[src/rtl/packet_sequencer.sv]
// packet_sequencer: double-banked frame assembler for trace packet words.
// Words are gathered into fixed-size frames and read out in completion order.
module packet_sequencer #(
  parameter int FRAMEWORDS = 8
) (
  input  logic        clk,
  input  logic        rst,
  input  logic        sync,
  input  logic        WdAvail,
  input  logic [15:0] PacketWd,
  input  logic        PacketReset,
  output logic        FrAvail,
  output logic [15:0] FrWd,
  output logic        FrLast,
  input  logic        FrRd,
  output logic [7:0]  Overflow
);
  localparam int IW = $clog2(FRAMEWORDS);
  localparam logic [IW-1:0] LAST = IW'(FRAMEWORDS - 1);

  typedef enum logic [1:0] {
    IDLE,
    FILL,
    DISCARD
  } wr_state_t;

  wr_state_t     state, state_nxt;
  logic [IW-1:0] wr_idx, wr_idx_nxt;
  logic [IW-1:0] rd_idx;
  logic          wr_bank, wr_bank_nxt;
  logic          rd_bank;
  logic [1:0]    full, full_nxt;
  logic [15:0]   mem [2][FRAMEWORDS];

  logic we;
  logic set_full;
  logic drop;
  logic rd_fire;
  logic rd_release;
  logic store_ok;

  assign FrAvail    = full[rd_bank];
  assign FrLast     = FrAvail && (rd_idx == LAST);
  assign FrWd       = mem[rd_bank][rd_idx];
  assign rd_fire    = FrRd && FrAvail;
  assign rd_release = rd_fire && FrLast;

  // A full write bank still accepts a frame's first word if the
  // reader is handing that same bank back in this cycle.
  assign store_ok = !full[wr_bank]
                  || (rd_release
                      && (rd_bank == wr_bank)
                      && (wr_idx == '0));

  always_comb begin
    state_nxt   = state;
    wr_idx_nxt  = wr_idx;
    wr_bank_nxt = wr_bank;
    we          = 1'b0;
    set_full    = 1'b0;
    drop        = 1'b0;
    unique case (state)
      IDLE: begin
        if (sync) begin
          state_nxt  = FILL;
          wr_idx_nxt = '0;
        end
      end
      FILL: begin
        if (!sync) begin
          state_nxt  = IDLE;
          wr_idx_nxt = '0;
        end else if (PacketReset) begin
          wr_idx_nxt = '0;
        end else if (WdAvail) begin
          if (store_ok) begin
            we = 1'b1;
            if (wr_idx == LAST) begin
              set_full    = 1'b1;
              wr_bank_nxt = ~wr_bank;
              wr_idx_nxt  = '0;
            end else begin
              wr_idx_nxt = wr_idx + IW'(1);
            end
          end else if (wr_idx == '0) begin
            state_nxt  = DISCARD;
            wr_idx_nxt = IW'(1);
            drop       = 1'b1;
          end
        end
      end
      DISCARD: begin
        if (!sync) begin
          state_nxt  = IDLE;
          wr_idx_nxt = '0;
        end else if (PacketReset) begin
          state_nxt  = FILL;
          wr_idx_nxt = '0;
        end else if (WdAvail) begin
          if (wr_idx == LAST) begin
            state_nxt  = FILL;
            wr_idx_nxt = '0;
          end else begin
            wr_idx_nxt = wr_idx + IW'(1);
          end
        end
      end
      default: begin
        state_nxt  = IDLE;
        wr_idx_nxt = '0;
      end
    endcase
  end

  always_comb begin
    full_nxt = full;
    if (set_full) full_nxt[wr_bank] = 1'b1;
    if (rd_release) full_nxt[rd_bank] = 1'b0;
  end

  always_ff @(posedge clk) begin
    if (rst) begin
      state    <= IDLE;
      wr_idx   <= '0;
      rd_idx   <= '0;
      wr_bank  <= 1'b0;
      rd_bank  <= 1'b0;
      full     <= '0;
      Overflow <= '0;
    end else begin
      state   <= state_nxt;
      wr_idx  <= wr_idx_nxt;
      wr_bank <= wr_bank_nxt;
      full    <= full_nxt;
      if (drop && (Overflow != 8'hFF)) begin
        Overflow <= Overflow + 8'd1;
      end
      if (rd_fire) begin
        if (FrLast) begin
          rd_idx  <= '0;
          rd_bank <= ~rd_bank;
        end else begin
          rd_idx <= rd_idx + IW'(1);
        end
      end
    end
  end

  // Frame storage carries no reset; full flags gate visibility.
  always_ff @(posedge clk) begin
    if (we) mem[wr_bank][wr_idx] <= PacketWd;
  end

endmodule

[config.mk]
export PLATFORM = sky130hd
export DESIGN_NAME = packet_sequencer
export DESIGN_NICKNAME = d
export VERILOG_FILES = /design/src/rtl/packet_sequencer.sv
export SDC_FILE = /design/constraint.sdc
export NUM_CORES = 1
export LEC_CHECK = 0
export CORE_MARGIN = 8
export CORE_UTILIZATION = 50
export CTS_CLUSTER_SIZE = 14
export DETAILED_ROUTE_END_ITERATION = 12
export PLACE_DENSITY = 0.68
export RECOVER_POWER = 100
export SLEW_MARGIN = 10
export SYNTH_ARGS = -nofsm -noshare
export SYNTH_HDL_FRONTEND = slang
export SYNTH_SLANG_ARGS = --single-unit
[constraint.sdc]
create_clock -name clk -period 5 [get_ports clk]
set_input_delay 0.75 -clock clk [delete_from_list [all_inputs] [get_ports clk]]
set_output_delay 0.75 -clock clk [all_outputs]
set_load 0.02 [all_outputs]
==> results.yml, run 1 <==
run_status:
  outcome: "complete, but fails checks"
  failed_checks: "capacitance limit, slew limit"
clock_network:
  clock_path_buffers: 3
  clock_sinks: 277
  clock_latency_ns: 0.51
  post_cts_buffers: 0
  h-tree-depth: 1
  cts.root.buffer_cell: "clkbuf_16"
  cts_buffers: 27
  cts_resized: 0
  cts_tree: "built"
  clkTransAtPathRegs_ns: 0.06
  hold_buffers: 0
timing:
  maxSlewViolCount: 17
  worst_pin_slew_ns: 1.518
  fmax_mhz: 227.7
  slew_headroom: -0.01215
  fin_setup_tns_ns: 0
  period_share: 0.8782
  fin_skew_ns: 0.006624
  setup_violations: 0
  finalHoldViolations: 0
  rsz0062_at_grt: "no"
  fin_crit_ns: 4.391
setup_path:
  required_ns: 4.25
  crit_chain: "clkbuf_2, mux4_1, mux4_2, dlygate4sd3_1"
  arrival_ns: 3.64
  cp_max_fo: 40
  cp-end-kind: "primary output"
  cp_slowest_stage_delay_ns: 0.83
  crit_type: "flop to primary output"
  cpMaxStageDelayCell: "dfxtp_4"
  critPathLaunchType: "flop"
  reg2regPathDepth: 7
final_layout:
  drive_above_1_share: 0.2051
  final_nets: 637
  fin_cells: 909
  antenna_cells: 0
  syn_to_final_growth_pct: 14.45
detailed_routing:
  drcViolationCount: 0
  vias_per_cell: 6.044
  detail-route-antenna-nets: 0
  routedWlPerCell_um: 24.35
  routed_wl_um: 22130
  drt_first_pass_iters: 5
  vias: 5494
  dr.first_iter.drc_count: 488
placed_design:
  dp_hpwl_um: 13100
  place.gp.congestion: 0.8029
  dp.cells: 861
  port_buffers: 47
floorplanning:
  die_w_um: 166.0
  core_mm2: 0.02237
  die_area_mm2: 0.02754
  fp-row-count: 55
  start_util: 0.5028
  die_h_um: 166.0
  io_pins: 48
yosys:
  async_reset_ff_frac: 0
  synth_edf_count: 256
  yosys.cell_types.count: 54
  synth.largest_area_cell: "edfxtp_1"
  synthesis.area_mm2: 0.01124
  ys_seq_area_frac: 0.7210
  synth_warnings: 0
  synth_area_leaders: "edfxtp_1 (68%), mux4_2 (11%), mux4_1 (6.1%), dfxtp_1 (3.7%), ha_1 (1.1%)"
  yosysTopAreaCellShare: 0.6837
  synth_nets: 568
  synth.avg_cell_area_um2: 20.98
  synth_cells: 536
  ys.flop_type: "edfxtp_1"
  ys_ff_latch: 277
global_route:
  overflow: 0
  grt_usage: 0.1599
  antenna_found_initial: 1
  grt_max_degree: 41
  grt_pass1_wl_um: 34220
  first_global_vias: 5777
pwr:
  powerDensity_mw_per_mm2: 359.4
  ir_drop_uv: 198.0
  p_leak_nw: 4.031
hold_path:
  hold_path_depth: 2
  worst_hold_path_type: "flop to flop"
flow_run:
  drv_cap: 4
==> sequential cells by signal, summed over array words and instances, names as in the netlist, named ones only <==
register / flops
mem: 256
Overflow: 8
rd_idx: 3
wr_idx: 3
full: 2
state: 2
rd_bank: 1
wr_bank: 1
==> logic make-up after synthesis <==
logic type	Yosys count	share of synthesized area
buffers and inverters	35	0.02058
muxes	92	0.1807
and+or+nand+nor	89	0.04395
DFF	277	0.7210
adders and majority gates	10	0.01113
xor gates and xnor gates	1	0.0007790
AOI/OAI and AO/OA	32	0.02181
==> worst max-delay path, delay by kind of cell (launching register included) <==
kind / cells / cell delay [ns]
mux: 2 / 1.09
buf+inv: 2 / 1.17
flops: 1 / 0.83
==> per-stage QoR <==
step / instance area (µm²) / setup slack (ns) / hold slack [ns] / power [mW] / util
final: 12870 / 0.6091 / 0.5452 / 4.625 / 0.5754
after global routing: 12870 / 0.3973 / 0.5588 / 4.761 / 0.5754
after CTS: 12960 / 0.7618 / 0.5430 / 4.652 / 0.5795
after detailed placement: 12110 / 1.150 / 0.5205 / 2.733 / 0.5414
after global placement: 12110 / 1.278 / 0.5219 / 2.723 / 0.5414
after floorplan: 11240 / 1.528 / 0.5526 / 2.662 / -
==> synth_stat cells (8+ instances only) <==
library cell  count
edfxtp_1        256
nor2_1           18
nor3_1            8
dfxtp_1          21
nor4_1           12
nand3_1           9
nor2b_1           9
mux2_2            9
mux4_1           26
mux4_2           54
nand2_1          11
ha_1             10
==> power by group <==
group	leakage [nW]	total [mW]	internal, mW	switching (mW)
Combinational	1.14	0.138	0.0537	0.0844
Sequential	2.47	2.54	2.54	0.00455
Clock	0.422	1.95	1.14	0.805
Total	4.03	4.62	3.73	0.894
==> final timing paths <==
path                 end  slack (ns)         from
min          Overflow[0]        0.55  Overflow[0]
max              FrWd[8]        0.61         flop
min reg2reg  Overflow[0]        0.55  Overflow[0]
max reg2reg   mem[1][64]        0.79    rd_idx[0]
==> routing by layer <==
metal | global-route usage | vias to the layer above | share of wire
li1 | - | 2409 | -
met1 | 0.2111 | 2891 | 0.43
met5 | 0 | - | 0.00059
met3 | 0.02852 | 40 | 0.046
met2 | 0.2690 | 152 | 0.50
met4 | 0.04585 | 2 | 0.024
==> layout by cell type (no fill, tap or decap), types with 3 or more instances in the layout <==
cell type,instances
clkbuf_16,27
buf_4,4
nand2_1,11
and2_1,3
mux4_1,26
dlygate4sd3_1,35
clkinv_2,8
clkdlybuf4s50_1,12
nor2_1,18
nand3_1,9
nor3_1,3
edfxtp_1,256
mux4_2,54
clkbuf_1,18
and3_1,3
nor3_2,5
nor4_1,7
a21oi_1,8
and4b_1,3
bufinv_16,3
mux2_2,9
inv_1,7
clkinv_1,4
nor4_2,5
clkbuf_2,3
nor2b_1,9
o31ai_1,5
nand4_1,3
ha_1,10
dfxtp_1,19
a31oi_1,3
==> final cells by class <==
class / instances / area (µm²)
well taps: 285 / 356.6
fillers: 1607 / 9495
clock inverters: 17 / 161.4
multi-input cells: 224 / 2954
clock buffers: 31 / 690.7
inverters: 7 / 26.28
flip-flops and latches: 277 / 8113
repair buffers: 68 / 568.0
Power figures use the tool's default switching activity.
==> run 2, diff against run 1 <==
--- a/config.mk
+++ b/config.mk
@@ -5,11 +5,9 @@
 export SDC_FILE = /design/constraint.sdc
 export NUM_CORES = 1
 export LEC_CHECK = 0
-export CORE_MARGIN = 8
-export CORE_UTILIZATION = 50
+export CORE_UTILIZATION = 25
 export CTS_CLUSTER_SIZE = 14
 export DETAILED_ROUTE_END_ITERATION = 12
-export PLACE_DENSITY = 0.68
 export RECOVER_POWER = 100
 export SLEW_MARGIN = 10
 export SYNTH_ARGS = -nofsm -noshare
==> constraint.sdc (replaced) <==
create_clock -name clk -period 5.2 [get_ports clk]
set_input_delay 0.78 -clock clk [delete_from_list [all_inputs] [get_ports clk]]
set_output_delay 0.78 -clock clk [all_outputs]
set_load 0.02 [all_outputs]
==> run 2 against run 1 <==
The flow still finishes with violations (capacitance limit, slew limit). Via count shrank 1.4%. Wire length is 6.5% higher. Final cell count increased by 35%. Setup slack improved by 0.061 ns. First-iteration DRC count is 12% lower. Critical path depth unchanged. Register-to-register slack improved by 0.15 ns. Count of clock-buffer cells in the layout grew 5. Core utilization down 27 points. Design area grew 4.2%. Worst hold slack lost 0.045 ns. Die area up 66%. Largest power group unchanged.
==> results.yml, run 2 (synthesis gave the netlist of run 1 again) <==
run_status:
  outcome: "complete, but fails checks"
  failed_checks: "capacitance limit, slew limit"
global_route:
  grt_usage: 0.1027
  met1_usage: 0.1434
  antenna_found_initial: 2
  grt_util_met2: 0.1619
  first_global_vias: 5616
  grt_max_degree: 65
  grt_pass1_wl_um: 35700
  overflow: 0
  top_usage_layer: "met2"
  use_met3: 0.02000
detailed_routing:
  vias: 5419
  drcViolationCount: 0
  routed_wl_um: 23570
  vias_per_cell: 4.409
  dr.first_iter.drc_count: 431
  routedWlPerCell_um: 19.17
  detail-route-antenna-nets: 0
  drt_first_pass_iters: 4
pwr:
  p_leak_nw: 4.085
  ir_drop_uv: 253.0
  powerDensity_mw_per_mm2: 349.4
  power.total_mw: 4.684
clock_network:
  clock_latency_ns: 0.56
  clkTransAtPathRegs_ns: 0.06
  clock_sinks: 277
  post_cts_buffers: 0
  cts.root.buffer_cell: "clkbuf_16"
  h-tree-depth: 1
  cts_buffers: 30
  clock_path_buffers: 3
  cts_resized: 0
  cts_tree: "built"
  hold_buffers: 0
timing:
  maxSlewViolCount: 68
  whs_ns: 0.5001
  worst_pin_slew_ns: 1.633
  fin_skew_ns: 0.01609
  setup_violations: 0
  finalHoldViolations: 0
  period_share: 0.8712
  slew_headroom: -0.08858
  fmax_mhz: 220.7
  rsz0062_at_grt: "no"
  fin_setup_tns_ns: 0
  fin_crit_ns: 4.530
final_layout:
  regMostFlops: "mem"
  drive_above_1_share: 0.2031
  fillers: 4316
  fin_area_mm2: 0.01341
  final_nets: 643
  final_util: 0.3025
  seq_area_mm2: 0.008113
  syn_to_final_growth_pct: 19.22
  top_regs: "mem x256, Overflow x8"
  largest_reg_flops: 256
  layout_commonest_cell: "edfxtp_1"
  final_cell_mix: "edfxtp_1 (256), mux4_2 (54), dlygate4sd3_1 (35), clkbuf_16 (30)"
  multi_input_area_mm2: 0.002954
setup_path:
  required_ns: 4.42
  arrival_ns: 3.75
  crit_chain: "clkbuf_1, mux4_2, mux4_2, clkdlybuf4s50_1"
  cpMostUsedCell: "mux4_2"
  cp-end-kind: "primary output"
  cp_num_buf_inv: 2
  cp_max_fo: 33
  timing.rr.start: "rd_idx[0]"
  cpMaxStageDelayCell: "dfxtp_4"
  critPathLaunchType: "flop"
  crit_family: "buffers and inverters"
  crit_type: "flop to primary output"
  cp_slowest_stage_delay_ns: 0.75
floorplanning:
  die_h_um: 214.1
  io_pins: 48
  die_w_um: 214.1
  start_util: 0.2537
  die_area_mm2: 0.04583
  fp-row-count: 77
  core_mm2: 0.04432
placed_design:
  port_buffers: 47
  dp_hpwl_um: 13670
  dpl_cell_area_mm2: 0.01252
  place.gp.congestion: 0.6934
hold_path:
  worst_hold_path_type: "flop to flop"
  worstHoldStart: "rd_idx[0]"
flow_run:
  drv_cap: 4
run 2: cell count changes in the layout (fill, tap and decap cells not counted), sizes merged:
cell | before | now
clkbuf | 48 | 56
diode | 0 | 2
bufinv | 3 | 4
clkinv | 13 | 14
inv | 7 | 8
run 2: report_power, final:
part	internal, mW	switching [mW]	leakage [nW]
Sequential	2.44	0.00378	2.47
Combinational	0.0516	0.0808	1.13
Clock	1.26	0.848	0.482
Total	3.75	0.933	4.08
run 2: metrics by stage:
step	instances	setup WS [ns]
2_1_floorplan	536	1.698
3_3_place_gp	1171	1.532
3_5_place_dp	1171	1.496
4_1_cts	1227	0.9024
5_1_grt	1227	0.4237
6_report	1229	0.6698
run 2: layer usage:
layer	vias up	wire length, µm	share of wire
met3	39	1245	0.053
met2	118	10940	0.46
met4	2	529	0.022
met5	-	17	0.00072
met1	2825	10840	0.46
li1	2435	-	-
run 2: worst paths after layout:
| path | to | cells past startpoint | slack [ns] |
|---|---|---|---|
| worst max register to register | mem[1][84] | 7 | 0.94 |
| worst min register to register | rd_idx[0] | 2 | 0.50 |
| worst min-delay path | rd_idx[0] | 2 | 0.50 |
| worst max-delay path | FrWd[6] | 4 | 0.67 |
run 2: worst reg2reg max path, delay by kind of cell (launching register included):
family,cells,cell delay [ns]
buf+inv,1,0.87
simple gates,2,1.39
compound gates,2,0.76
fa+ha+maj,2,0.48
flops,1,0.37
run 2: area by class of cell:
cell class	count	share of cell area
flip-flops and latches	277	0.6052
multi-input cells	224	0.2204
clock buffers	36	0.05768
well taps	592	0.05525
repair buffers	71	0.04293
clock inverters	20	0.01624
inverters	7	0.001960
diodes	2	0.0003733
==> run 3, diff against run 2 <==
--- a/config.mk
+++ b/config.mk
@@ -8,7 +8,9 @@
 export CORE_UTILIZATION = 25
 export CTS_CLUSTER_SIZE = 14
 export DETAILED_ROUTE_END_ITERATION = 12
+export HOLD_SLACK_MARGIN = 0.1
 export RECOVER_POWER = 100
+export SKIP_LAST_GASP = 1
 export SLEW_MARGIN = 10
 export SYNTH_ARGS = -nofsm -noshare
 export SYNTH_HDL_FRONTEND = slang
==> results of run 3 <==
Final layout, timing and power as in run 2 (identical DEF).
